`src/rtl/div_unit_pkg.sv`:
```
// Shared definitions for the iterative divider: FSM encoding and default width.
package div_unit_pkg;

  localparam int unsigned DIV_WIDTH = 32;

  typedef enum logic [1:0] {
    S_IDLE = 2'b00,
    S_BUSY = 2'b01,
    S_DONE = 2'b10
  } state_e;

endpackage

```
`src/rtl/div_step.sv`:
```
// One restoring shift-subtract iteration on magnitudes; purely combinational.
module div_step
  import div_unit_pkg::*;
#(
  parameter int unsigned WIDTH = DIV_WIDTH
) (
  input  logic [WIDTH-1:0] rem_i,
  input  logic [WIDTH-1:0] quo_i,
  input  logic [WIDTH-1:0] div_i,
  output logic [WIDTH-1:0] rem_o,
  output logic [WIDTH-1:0] quo_o
);

  logic [WIDTH:0] shifted;
  logic [WIDTH:0] diff;

  always_comb begin
    shifted = {rem_i, quo_i[WIDTH-1]};
    diff    = shifted - {1'b0, div_i};
    // Partial remainder stays below the divisor, so bit WIDTH of diff is the borrow.
    if (!diff[WIDTH]) begin
      rem_o = diff[WIDTH-1:0];
      quo_o = {quo_i[WIDTH-2:0], 1'b1};
    end else begin
      rem_o = shifted[WIDTH-1:0];
      quo_o = {quo_i[WIDTH-2:0], 1'b0};
    end
  end

endmodule

```
`src/rtl/div_unit.sv`:
```
// Multi-cycle signed/unsigned restoring divider, one quotient bit per cycle, with flush.
module div_unit
  import div_unit_pkg::*;
#(
  parameter int unsigned WIDTH = DIV_WIDTH
) (
  input  logic             clk,
  input  logic             rst,
  input  logic             start,
  input  logic             signed_div,
  input  logic             annul,
  input  logic [WIDTH-1:0] a,
  input  logic [WIDTH-1:0] b,
  output logic             busy,
  output logic             done,
  output logic [WIDTH-1:0] quotient,
  output logic [WIDTH-1:0] remainder
);

  localparam int unsigned CW = $clog2(WIDTH + 1);
  localparam logic [CW-1:0] CntInit = CW'(WIDTH);
  localparam logic [CW-1:0] CntOne  = CW'(1);

  state_e           state_q;
  logic [CW-1:0]    cnt_q;
  logic [WIDTH-1:0] rem_q, quo_q, div_q;
  logic             sign_a_q, sign_b_q;
  logic [WIDTH-1:0] quotient_q, remainder_q;

  logic [WIDTH-1:0] a_mag, b_mag;
  logic [WIDTH-1:0] step_rem, step_quo;
  logic [WIDTH-1:0] quo_fix, rem_fix;

  div_step #(.WIDTH(WIDTH)) u_step (
    .rem_i (rem_q),
    .quo_i (quo_q),
    .div_i (div_q),
    .rem_o (step_rem),
    .quo_o (step_quo)
  );

  always_comb begin
    a_mag   = (signed_div && a[WIDTH-1]) ? -a : a;
    b_mag   = (signed_div && b[WIDTH-1]) ? -b : b;
    quo_fix = (sign_a_q ^ sign_b_q) ? -step_quo : step_quo;
    rem_fix = sign_a_q ? -step_rem : step_rem;
  end

  always_ff @(posedge clk) begin
    if (rst) begin
      state_q     <= S_IDLE;
      cnt_q       <= '0;
      rem_q       <= '0;
      quo_q       <= '0;
      div_q       <= '0;
      sign_a_q    <= 1'b0;
      sign_b_q    <= 1'b0;
      quotient_q  <= '0;
      remainder_q <= '0;
    end else begin
      unique case (state_q)
        S_IDLE: begin
          if (start && !annul) begin
            if (b == '0) begin
              quotient_q  <= '1;
              remainder_q <= a;
              state_q     <= S_DONE;
            end else begin
              rem_q    <= '0;
              quo_q    <= a_mag;
              div_q    <= b_mag;
              sign_a_q <= signed_div & a[WIDTH-1];
              sign_b_q <= signed_div & b[WIDTH-1];
              cnt_q    <= CntInit;
              state_q  <= S_BUSY;
            end
          end
        end
        S_BUSY: begin
          if (annul) begin
            state_q <= S_IDLE;
          end else begin
            rem_q <= step_rem;
            quo_q <= step_quo;
            cnt_q <= cnt_q - CntOne;
            if (cnt_q == CntOne) begin
              quotient_q  <= quo_fix;
              remainder_q <= rem_fix;
              state_q     <= S_DONE;
            end
          end
        end
        S_DONE:  state_q <= S_IDLE;
        default: state_q <= S_IDLE;
      endcase
    end
  end

  assign busy      = (state_q == S_BUSY);
  assign done      = (state_q == S_DONE);
  assign quotient  = quotient_q;
  assign remainder = remainder_q;

endmodule

```
`config.mk`:
```
export PLATFORM = sky130hd
export DESIGN_NAME = div_unit
export DESIGN_NICKNAME = d
export VERILOG_FILES = /design/src/rtl/div_unit_pkg.sv /design/src/rtl/div_step.sv /design/src/rtl/div_unit.sv
export SDC_FILE = /design/constraint.sdc
export NUM_CORES = 1
export LEC_CHECK = 0
export CAP_MARGIN = 30
export CORE_MARGIN = 4
export CORE_UTILIZATION = 50
export CTS_BUF_LIST = sky130_fd_sc_hd__clkbuf_16
export CTS_CLUSTER_DIAMETER = 80
export DETAILED_ROUTE_END_ITERATION = 16
export PLACE_DENSITY_LB_ADDON = 0.12
export SYNTH_ARGS = -nofsm -noshare
export SYNTH_HDL_FRONTEND = slang
export SYNTH_HIERARCHICAL = 1
export SYNTH_SLANG_ARGS = --single-unit
export TNS_END_PERCENT = 5
```
`constraint.sdc`:
```
create_clock -name clk -period 5.5 [get_ports clk]
set_clock_uncertainty 0.1 [all_clocks]
set_input_delay 1.1 -clock clk [delete_from_list [all_inputs] [get_ports clk]]
set_output_delay 1.1 -clock clk [all_outputs]
set_load 0.02 [all_outputs]
```
Word-level counts from Yosys, hierarchy flattened
Index checks and enable logic that the tools add are counted.
Widths: inputs -> output; s select.
{"block": "classes", "bitwise_logic": 4, "addsub": 6, "muxes": 33, "n_eq_ne": 9, "reduce_logical": 11}
{"operator": "$mux 32", "n": 19}
{"operator": "$pmux 32 s2", "n": 4}
{"operator": "$neg 32->32", "n": 4}
{"operator": "$sub 33x32->33", "n": 1}
{"operator": "$logic_not 32->1", "n": 1}
{"operator": "$mux 6", "n": 3}
{"operator": "$pmux 6 s2", "n": 1}
{"operator": "$mux 2", "n": 4}
{"operator": "$ne 2x2->1 const B", "n": 4}
{"operator": "$eq 6x1->1 const B", "n": 1}
{"operator": "$sub 6x1->6 const B", "n": 1}
{"operator": "$reduce_and 5->1", "n": 1}
{"operator": "$pmux 2 s2", "n": 1}
{"operator": "$reduce_and 4->1", "n": 1}
{"operator": "$logic_and 1x1->1", "n": 3}
{"operator": "$ne 3x2->1 const B", "n": 1}
{"operator": "$reduce_and 3->1", "n": 1}
{"operator": "$and 1x1->1", "n": 2}
{"operator": "$eq 2x1->1 const B", "n": 1}
{"operator": "$eq 2x2->1 const B", "n": 1}
{"operator": "$logic_not 2->1", "n": 1}
{"operator": "$ne 2x1->1 const B", "n": 1}
{"operator": "$reduce_and 2->1", "n": 1}
{"operator": "$reduce_bool 2->1", "n": 1}
{"operator": "other kinds (4)", "n": 4}
{"block": "totals", "ff_bits": 170, "out_inout_bits": 66, "elab_cells": 72, "input_bits": 69}

Logic depth before layout (Yosys ltp)
{"block": "logic_depth", "word_depth": 7, "mapped_depth": 22, "depth_no_buf": 20}

Cells and area by module
Netlist, hierarchy kept.
{"mod": "div_unit", "seq_area_each_um2": 3403.3, "n_inst": 1, "cells_per_inst": 1183, "area_each_um2": 9489.1}
{"mod": "div_step", "seq_area_each_um2": 0.0, "n_inst": 1, "cells_per_inst": 342, "area_each_um2": 2488.6}

Worst setup path after synthesis
OpenSTA, ideal clock, no wires.
{"block": "synth_timing", "path_type": "register to register", "from": "reg quo_q[31]", "to": "reg remainder_q[24], in the netlist remainder[24]", "synth_period_minus_slack_ps": 5198, "arrival_ps": 5028, "required_time_ps": 5330, "path_stages_with_launch": 23, "setup_slack_ps": 302, "path_cell_list": "dfxtp_1 inv_1 ha_1 fa_1 and2b_1 o2111ai_1 a21oi_2 o2111ai_1 a211oi_2 nor2_2 mux2i_1 and2_4 inv_2 buf_6 mux2_4 or4_1 clkbuf_1 or4b_1 clkbuf_1 o41ai_1 xor2_1 a211o_1 a21oi_1"}
{"block": "synth_between", "elab_chain_cells": 7}
{"element": "from (decl)", "line": "div_unit.sv:26", "rtl": "logic [WIDTH-1:0] rem_q, quo_q, div_q;"}
{"element": "from (signal assigned)", "line": "div_unit.sv:70", "rtl": "quo_q <= a_mag;"}
{"element": "from (signal assigned)", "line": "div_unit.sv:84", "rtl": "quo_q <= step_quo;"}
{"element": "$sub 33x32->33", "line": "div_step.sv:19", "rtl": "diff = shifted - {1'b0, div_i};"}
{"element": "$mux 32", "line": "div_step.sv:21", "rtl": "if (!diff[WIDTH]) begin"}
{"element": "via step_rem[8]", "line": "div_unit.sv:31", "rtl": "logic [WIDTH-1:0] step_rem, step_quo;"}
{"element": "$neg 32->32", "line": "div_unit.sv:46", "rtl": "rem_fix = sign_a_q ? -step_rem : step_rem;"}
{"element": "$mux 32", "line": "div_unit.sv:46"}
{"element": "$mux 32", "line": "div_unit.sv:86", "rtl": "if (cnt_q == CntOne) begin"}
{"element": "$mux 32", "line": "div_unit.sv:80", "rtl": "if (annul) begin"}
{"element": "$pmux 32 s2", "line": "div_unit.sv:61", "rtl": "unique case (state_q)"}
{"element": "to (signal assigned)", "line": "div_unit.sv:88", "rtl": "remainder_q <= rem_fix;"}
{"element": "to (decl)", "line": "div_unit.sv:28", "rtl": "logic [WIDTH-1:0] quotient_q, remainder_q;"}
The timed path passes the listed nets, and every way through them passes these cells. The select of a mux whose other input is x is not followed.
A chain may end at the register's enable or synchronous reset.

Worst setup path in the final report
{"block": "layout_timing", "from": "reg quo_q[31]", "to": "reg remainder_q[27], in the netlist remainder[27]"}
Same word-level chain as after synthesis.

==> flow_metrics.tcl <==
set metrics [dict create \
    pwr-share-seq_pct 40.5 \
    synth_fp_nets 1633 \
    tritoncts "yes" \
    ys_seq_area_share_pct 28.4 \
    setup_tns_ns 0 \
    grt_pass1_wl_um 57500 \
    firstDrtPassIters 5 \
    p_int_mw 2.17 \
    worst-setup-path-type "flop to flop" \
    core_um2 23500 \
    switching_share_pct 33.7 \
    synth_cell_types 80 \
    clockRootBuffer "clkbuf_16" \
    fin_crit_ns 5.22 \
    worst_skew_pair.late_latency_ns 0.44 \
    grt_start_max_net_pins 88 \
    yosysTopAreaCell "dfxtp_1" \
    crit_required_ns 5.78 \
    power.total_mw 3.28 \
    start_kind "flop" \
    synth_top_cell_area_share_pct 28.4 \
    powerDensity_nw_per_um2 232 \
    r2r_setup_slack_ns 0.28 \
    vias 11500 \
    final_antenna_net_count 0 \
    hpwl_um 27300 \
    drc_errors 0 \
    dpl_cell_area_um2 13400 \
    preCtsSetupSlack_ns -0.0658 \
    period_share_pct 94.9 \
    syn-mean-instance-area_um2 7.85 \
    yosys-top-cells-area "dfxtp_1 28%, xnor2_1 5.9%, a21oi_1 5.4%, xor2_1 5.0%, nor2_1 4.3%" \
    max_cap_violations 0 \
    gp_congestion 0.941 \
    power_leakage_nw 5.22 \
    status "finished clean" \
    clkPwrFrac_pct 36.4 \
    post_drt_wl_per_cell_um 19.3 \
    num_io_pins 135 \
    setup_viol 0 \
    numCtsBuffers 17 \
    layout.nets 1694 \
    critical_path.top_delay_family "simple AND/OR/NAND/NOR gates" \
    tightest_slew_ns 0.895 \
    die_x_um 163 \
    cp-end-kind "flop" \
    synth-main-ff-cell "dfxtp_1" \
    cts_buffer_depth 2 \
    rows 56 \
    rsz0062_at_grt "no" \
    syn_inst 1525 \
    via_per_inst 6.01 \
    io_buffers 134 \
    diodes 0 \
    pwr-share-comb_pct 23.1 \
    min_path_type "flop to flop" \
    slew_violations 0 \
    dieArea_um2 26500 \
    cts_htree_levels 4 \
    cp.arrival_ns 5.49 \
    antenna_found_initial 0 \
    path_cells "inv_1 > ha_1 > fa_2 > and2b_1 > o2111ai_2 > a21oi_2 > o2111ai_2 > a211oi_2 > nor2_2 > mux2i_1 > and2_4 > inv_4 > buf_12 > mux2_4 > or4_4 > or4_4 > o41ai_4 > xor2_1 > a211o_1 > a21oi_1" \
    synth_area_um2 12000 \
    switching_power_mw 1.10 \
    ys_warn_count 6 \
    synth-edff-count 0 \
    finalHoldViolCount 0 \
    critical_path.max_stage_delay_ns 0.67 \
    ys_seq_elements 170 \
    drt-initial-drc-count 1082 \
    timing.fmax_ghz 0.192 \
    slowest_stage "or4_4" \
    critPathMaxFanout 12 \
    grt_pass1_vias 10500 \
    routed_wirelength_um 37000 \
    maxSlewHeadroom_pct 40.1 \
    grt_overflow 0 \
    worst-path-buf-inv 3 \
    cts.sinks 170 \
    die_h_um 163 \
    design_area_um2 14100 \
    setup_ws_ns 0.282 \
    final_layout_size_suffix_gt1_share_pct 11.8 \
    fillerInstances 2188 \
    ir_drop_mv 0.185 \
    synthArstFlopShare_pct 0 \
    start_util_pct 50.9 \
    clkTransAtPathRegs_ns 0.08 \
    track_usage_pct 27.1 \
    syn_to_final_growth_pct 18.0 \
]
-- cell usage after synthesis, types with 6 or more instances --
cell	n
a211o_1	31
a211oi_1	41
a21o_1	18
a21oi_1	130
a21oi_2	21
a31oi_1	33
and2_1	7
and3_1	8
buf_4	32
clkbuf_1	86
dfxtp_1	170
ha_1	38
inv_1	51
mux2_4	19
nand2_1	129
nand2_2	20
nand2b_1	6
nand3_1	58
nand4_1	8
nor2_1	138
nor2b_1	7
nor3_1	32
nor4_1	26
o211ai_1	28
o21a_1	8
o21ai_0	38
o21ai_1	13
o221a_2	7
o22ai_1	8
o31ai_1	16
o41ai_1	22
or3_1	11
or4_1	18
xnor2_1	81
xor2_1	69
-- state kept, by name (all words and copies together) (netlist names) --
| name | flops |
|---|---|
| cnt_q | 6 |
| div_q | 32 |
| quo_q | 32 |
| quotient | 32 |
| rem_q | 32 |
| remainder | 32 |
| sign_a_q | 1 |
| sign_b_q | 1 |
| state_q | 2 |
-- cells in the final DEF (no fill, tap or decap), types with 20 or more instances in the layout --
| cell | instances |
|---|---|
| nor4_1 | 26 |
| a211oi_1 | 41 |
| a21oi_1 | 129 |
| o21ai_0 | 38 |
| buf_4 | 40 |
| a21oi_2 | 22 |
| xnor2_1 | 81 |
| a211o_1 | 31 |
| nand2_2 | 20 |
| inv_1 | 52 |
| ha_1 | 38 |
| nor2_1 | 137 |
| clkdlybuf4s50_1 | 133 |
| nor3_1 | 31 |
| o211ai_1 | 28 |
| xor2_1 | 69 |
| a31oi_1 | 33 |
| nand2_1 | 129 |
| nand3_1 | 58 |
| dfxtp_1 | 169 |
-- repair_timing --
item	CTS	global route
setup endpoints to repair	5	19
gates cloned	0	1
pin swaps	0	9
resized for setup	3	25
hold buffers	0	0
setup buffers	0	0
-- final cells by class --
type | count | area (µm²) | share of cell area [%]
clock buffers | 17 | 425 | 3.01
clock inverters | 15 | 139 | 0.983
inverters | 55 | 209 | 1.48
multi-input cells | 1165 | 7860 | 55.6
flip-flops and latches | 170 | 3400 | 24.1
well taps | 319 | 399 | 2.82
repair buffers | 177 | 1700 | 12.0
-- worst register-to-register path: stages (launching register included) --
cell	delay (ns)
dfxtp_2	0.34
inv_1	0.05
ha_1	0.22
fa_2	0.35
and2b_1	0.24
o2111ai_2	0.14
a21oi_2	0.20
o2111ai_2	0.14
a211oi_2	0.23
nor2_2	0.08
mux2i_1	0.14
and2_4	0.16
inv_4	0.13
buf_12	0.18
mux2_4	0.33
or4_4	0.57
or4_4	0.67
o41ai_4	0.36
xor2_1	0.11
a211o_1	0.31
a21oi_1	0.12
-- power groups by stage --
| stage | sequential [mW] | combinational, mW | clock, mW |
|---|---|---|---|
| after floorplan | 1.32 | 0.534 | 0 |
| after global placement | 1.35 | 0.723 | 0 |
| after detailed placement | 1.35 | 0.722 | 0 |
| after CTS | 1.33 | 0.729 | 1.21 |
| after global routing | 1.33 | 0.823 | 1.26 |
| final | 1.33 | 0.758 | 1.19 |
-- logic make-up (layout without fill, tap and decap cells) --
family	Yosys count	after routing	synth area share, %
AOI/OAI and AO/OA	450	450	25.4
xor gates and xnor gates	150	150	11.0
adders and majority gates	39	39	4.14
buffers and inverters	191	264	7.72
DFF	170	170	28.4
muxes	25	25	2.91
and+or+nand+nor	500	501	20.4
-- through the flow --
| stage | util [%] | cells | hold WS (ns) |
|---|---|---|---|
| 2_1_floorplan | - | 1525 | 0.336 |
| 4_1_cts | 59.2 | 1916 | 0.358 |
| 6_report | 60.0 | 1918 | 0.353 |
| 3_5_place_dp | 56.8 | 1884 | 0.347 |
| 3_3_place_gp | 56.7 | 1883 | 0.344 |
| 5_1_grt | 60.0 | 1918 | 0.374 |
-- worst paths after layout --
| check | cells past startpoint | startpoint | to |
|---|---|---|---|
| max | 20 | quo_q[31]$_SDFFE_PP0P_ | remainder[27]$_SDFFE_PP0P_ |
| min | 2 | remainder[1]$_SDFFE_PP0P_ | remainder[1]$_SDFFE_PP0P_ |
| max reg2reg | 20 | quo_q[31]$_SDFFE_PP0P_ | remainder[27]$_SDFFE_PP0P_ |
| min reg2reg | 2 | remainder[1]$_SDFFE_PP0P_ | remainder[1]$_SDFFE_PP0P_ |
-- routing by layer --
layer | global-route usage, % | up-vias | routed length (µm)
met2 | 45.7 | 382 | 17800
met1 | 35.3 | 5486 | 16000
met5 | 0 | - | 0
li1 | - | 5604 | -
met4 | 8.01 | 0 | 902
met3 | 5.24 | 61 | 2330
No activity file was read; power rests on OpenSTA's default activity.
